## config.mk

```make
export PLATFORM = sky130hd
export DESIGN_NAME = rsa_word_serializer
export DESIGN_NICKNAME = d
export VERILOG_FILES = /design/src/rtl/rsa_word_serializer.sv
export SDC_FILE = /design/constraint.sdc
export NUM_CORES = 1
export LEC_CHECK = 0
export ABC_AREA = 1
export CAP_MARGIN = 20
export CORE_ASPECT_RATIO = 1.1
export CORE_MARGIN = 5
export CORE_UTILIZATION = 50
export DETAILED_ROUTE_END_ITERATION = 8
export DONT_BUFFER_PORTS = 1
export GPL_TIMING_DRIVEN = 0
export SLEW_MARGIN = 15
export SYNTH_ARGS = -nofsm -noshare
export SYNTH_HDL_FRONTEND = slang
export SYNTH_SLANG_ARGS = --single-unit
```

## constraint.sdc

```tcl
create_clock -name clk -period 1.55 [get_ports clk]
set_input_delay 0.155 -clock clk [delete_from_list [all_inputs] [get_ports clk]]
set_output_delay 0.155 -clock clk [all_outputs]
set_load 0.1 [all_outputs]
```

## src/rtl/rsa_word_serializer.sv

```systemverilog
// Serializes one DATA_W-bit RSA operand into WORD_W-bit words with valid/index/last and a hold stall.
// Build option SERIAL_MSW_FIRST_EN: emit the most-significant word first (default is LSW first).
module rsa_word_serializer #(
    parameter int DATA_W = 512,
    parameter int WORD_W = 32,
    localparam int WORDS = DATA_W / WORD_W,
    localparam int IW    = (WORDS > 1) ? $clog2(WORDS) : 1
) (
    input  logic              clk,
    input  logic              rstn,
    input  logic              load,
    input  logic [DATA_W-1:0] data_in,
    input  logic              hold,
    output logic [WORD_W-1:0] data_out,
    output logic              word_vld,
    output logic [IW-1:0]     word_idx,
    output logic              last,
    output logic              busy
);

    // state | meaning
    // IDLE  | no stream; outputs parked at zero
    // SHIFT | stream in progress; data_out holds word word_idx
    typedef enum logic {
        IDLE  = 1'b0,
        SHIFT = 1'b1
    } state_t;

    localparam logic [IW-1:0] IDX_LAST = IW'(WORDS - 1);

    state_t            state, state_nxt;
    logic [DATA_W-1:0] sr, sr_nxt;
    logic [WORD_W-1:0] dout_nxt;
    logic [IW-1:0]     idx_nxt;

    // The shift register holds only the words not yet moved into data_out.
    function automatic logic [WORD_W-1:0] head(input logic [DATA_W-1:0] v);
`ifdef SERIAL_MSW_FIRST_EN
        return v[DATA_W-1 -: WORD_W];
`else
        return v[WORD_W-1:0];
`endif
    endfunction

    function automatic logic [DATA_W-1:0] advance(input logic [DATA_W-1:0] v);
`ifdef SERIAL_MSW_FIRST_EN
        return v << WORD_W;
`else
        return v >> WORD_W;
`endif
    endfunction

    assign busy     = (state == SHIFT);
    assign word_vld = busy & ~hold;
    assign last     = word_vld & (word_idx == IDX_LAST);

    always_ff @(posedge clk or negedge rstn) begin
        if (!rstn) begin
            state    <= IDLE;
            sr       <= '0;
            data_out <= '0;
            word_idx <= '0;
        end else begin
            state    <= state_nxt;
            sr       <= sr_nxt;
            data_out <= dout_nxt;
            word_idx <= idx_nxt;
        end
    end

    // load takes priority over everything, including hold and the final word.
    always_comb begin
        state_nxt = state;
        sr_nxt    = sr;
        dout_nxt  = data_out;
        idx_nxt   = word_idx;
        if (load) begin
            state_nxt = SHIFT;
            sr_nxt    = advance(data_in);
            dout_nxt  = head(data_in);
            idx_nxt   = '0;
        end else if (word_vld) begin
            if (word_idx == IDX_LAST) begin
                state_nxt = IDLE;
                sr_nxt    = '0;
                dout_nxt  = '0;
                idx_nxt   = '0;
            end else begin
                sr_nxt   = advance(sr);
                dout_nxt = head(sr);
                idx_nxt  = word_idx + IW'(1);
            end
        end
    end

endmodule
```

==> impl_metrics.json <==
{
  "run_status": "finished, violations left",
  "violations": "hold timing, slew limit, setup timing",
  "cts_tree": "done",
  "gp_congestion": 0.930,
  "syn-instance-count": 3746,
  "drv_slew": 327,
  "period_minus_slack_ps": 2270,
  "htreeDepth": 2,
  "dp_cells": 4413,
  "ios": 555,
  "cp_num_buf_inv": 0,
  "drc": 0,
  "grt_pass1_vias": 26600,
  "dieWidth_um": 228,
  "dr.pass1.iters": 6,
  "ys_seq_elements": 517,
  "post-route-period-util_pct": 146,
  "core_um2": 51400,
  "cpPeakStageDelay_ps": 660,
  "ff2ff_setup_slack_ps": -630,
  "postRouteAntennaNets": 0,
  "wirelength_um": 96900,
  "fin_skew_ps": 20.2,
  "worst-setup-path-type": "reg2out",
  "synth_most_common_cell": "nand2_1",
  "syn_area_per_cell_um2": 6.95,
  "yosysTopAreaCellShare_pct": 49.7,
  "crit_fanout": 6,
  "hold_violations": 517,
  "ys_top_cells_by_area": "dfrtp_1 50%, nand2_1 29%, nand3_1 9.3%",
  "layoutNonFillerInstCount": 5109,
  "synth-edff-count": 0,
  "cp.arrival_ps": 2110,
  "path_cells": "ha_4 > nand3_2 > nor2_4",
  "drive_gt1_share_pct": 11.1,
  "end_kind": "output pin",
  "grtUsageTotal_pct": 32.8,
  "io_buffer_count": 0,
  "grt_max_degree": 518,
  "yosys-top-cells-count": "2031 x nand2_1, 517 x dfrtp_1, 484 x inv_1",
  "gr-total-overflow": 0,
  "whs_ps": -766,
  "syn-cell-area_um2": 26000,
  "cp-start-kind": "register",
  "syn_nets": 4263,
  "r2r-start": "word_idx[0]$_DFFE_PN0P_",
  "layout.nets": 4892,
  "required_ps": 1390,
  "fill_cells": 4280,
  "rows": 87,
  "cts_max_path_buffers": 3,
  "grt_pass1_wl_um": 146000,
  "drt-initial-drc-count": 2147,
  "via_per_inst": 5.12,
  "timing.final.ws_setup_ps": -719,
  "synth_largest_area_cell": "dfrtp_1",
  "via_count": 26200,
  "hold_path_class": "in2async",
  "synth_seq_area_share_pct": 49.7,
  "cts.sinks": 517,
  "cts_buffers": 56,
  "slew_headroom_pct": -55.3,
  "syn2layout_area_growth_pct": 39.3,
  "fmax_mhz": 441,
  "hold_buffers": 513,
  "synth-main-ff-cell": "dfrtp_1",
  "initial_core_util_pct": 50.6,
  "crit_family": "flip-flops",
  "clkTransAtPathRegs_ps": 60,
  "cap_violations": 0,
  "root_buffer": "clkbuf_16",
  "powerDensity_nw_per_um2": 979,
  "clk_latency_ps": 620,
  "cp_slowest_cell": "dfrtp_4",
  "setup_viol": 547,
  "rsz0062_at_grt": "true",
  "antenna_found_initial": 29,
  "wl_per_cell_um": 19.0,
  "synth_warnings": 0,
  "ys_types": 19,
  "r2r-end": "sr[409]$_DFFE_PN0P_",
  "p_leak_uw": 0.0201,
  "tightest_slew_ps": 2330,
  "reg2reg_depth": 13,
  "dp_hpwl_um": 66800,
  "ir_worst_vdd_mv": 0.927,
  "chipHeight_um": 249,
  "setup_tns_ps": -274090,
  "async_flop_share_pct": 100,
  "die_area_um2": 56700
}
## per-layer routing
metal,wire length (um),vias to the layer above,track usage [%]
met5,48,-,0
met4,4240,8,13.0
met3,6240,265,5.83
met2,48000,989,56.2
met1,38300,12400,40.9
li1,-,12500,-
## state kept, by name (all words and copies together) (netlist names)
name      count
sr          480
data_out     32
word_idx      4
busy          1
## cell type report
class | instances | area (um^2) | share of cell area, %
sequential | 517 | 13000 | 35.7
multi-input combinational | 2523 | 10900 | 30.0
timing repair buffer | 575 | 6360 | 17.6
inverter | 487 | 1830 | 5.06
clock buffer | 86 | 1690 | 4.65
buffer | 215 | 1560 | 4.29
tap | 667 | 835 | 2.30
clock inverter | 9 | 83.8 | 0.231
antenna | 30 | 75.1 | 0.207
## through the flow
stage               total power (uW)  worst slack [ps]  utilization (%)  area [um^2]
CTS                            35300              -744             69.2        35600
floorplan                      19300              -256                -        26300
global placement               20400              -553             52.8        27100
detailed placement             20500              -566             52.8        27100
finish                         35500              -719             70.5        36200
global route                   36900              -773             70.5        36200
## cell usage in the layout (no fill, tap or decap)
cell	instances
nand2_1	1857
dlygate4sd3_1	513
dfrtp_1	512
inv_1	483
nand3_1	481
nand2_2	121
buf_2	99
clkbuf_16	68
clkbuf_1	61
nand2_4	51
buf_8	45
diode_2	30
buf_16	20
buf_12	17
clkbuf_8	15
buf_1	13
buf_4	11
buf_6	11
clkinv_2	7
dfrtp_4	4
nand3_2	3
nor2_4	3
nand2_8	2
clkbuf_2	2
o21ai_0	2
inv_2	2
clkinvlp_4	2
clkbuf_4	1
nand4_1	1
a21oi_1	1
ha_4	1
bufinv_16	1
clkinv_8	1
dfrtp_2	1
## worst max-delay path by stage
stage,start,to,slack (ps),depth (start not counted)
floorplan,busy$_DFFE_PN0P_,word_idx[1]$_DFFE_PN0P_,-260,6
global placement,busy$_DFFE_PN0P_,sr[367]$_DFFE_PN0P_,-550,7
detailed placement,busy$_DFFE_PN0P_,sr[367]$_DFFE_PN0P_,-570,7
CTS,busy$_DFFE_PN0P_,last,-740,4
global route,word_idx[0]$_DFFE_PN0P_,last,-770,3
finish,word_idx[0]$_DFFE_PN0P_,last,-720,3
## cell families after synthesis
kind of cell | count (synthesis) | share of synthesized area [%]
simple gates | 2519 | 38.7
compound gates | 3 | 0.0577
buf+inv | 706 | 11.5
fa+ha+maj | 1 | 0.0481
flops | 517 | 49.7
## where the power goes
part	switching, uW	internal, uW
logic	3040	2640
registers	1750	14900
clock network	5580	7580
total	10400	25100
## what timing repair did
item	CTS	global route
endpoints found under the setup margin	547	547
gates resized for setup	211	142
cloned	21	10
pin swaps	29	53
setup buffers	28	7
endpoints found under the hold margin	1030	517
Note: power is estimated with default switching activity, not from simulation.
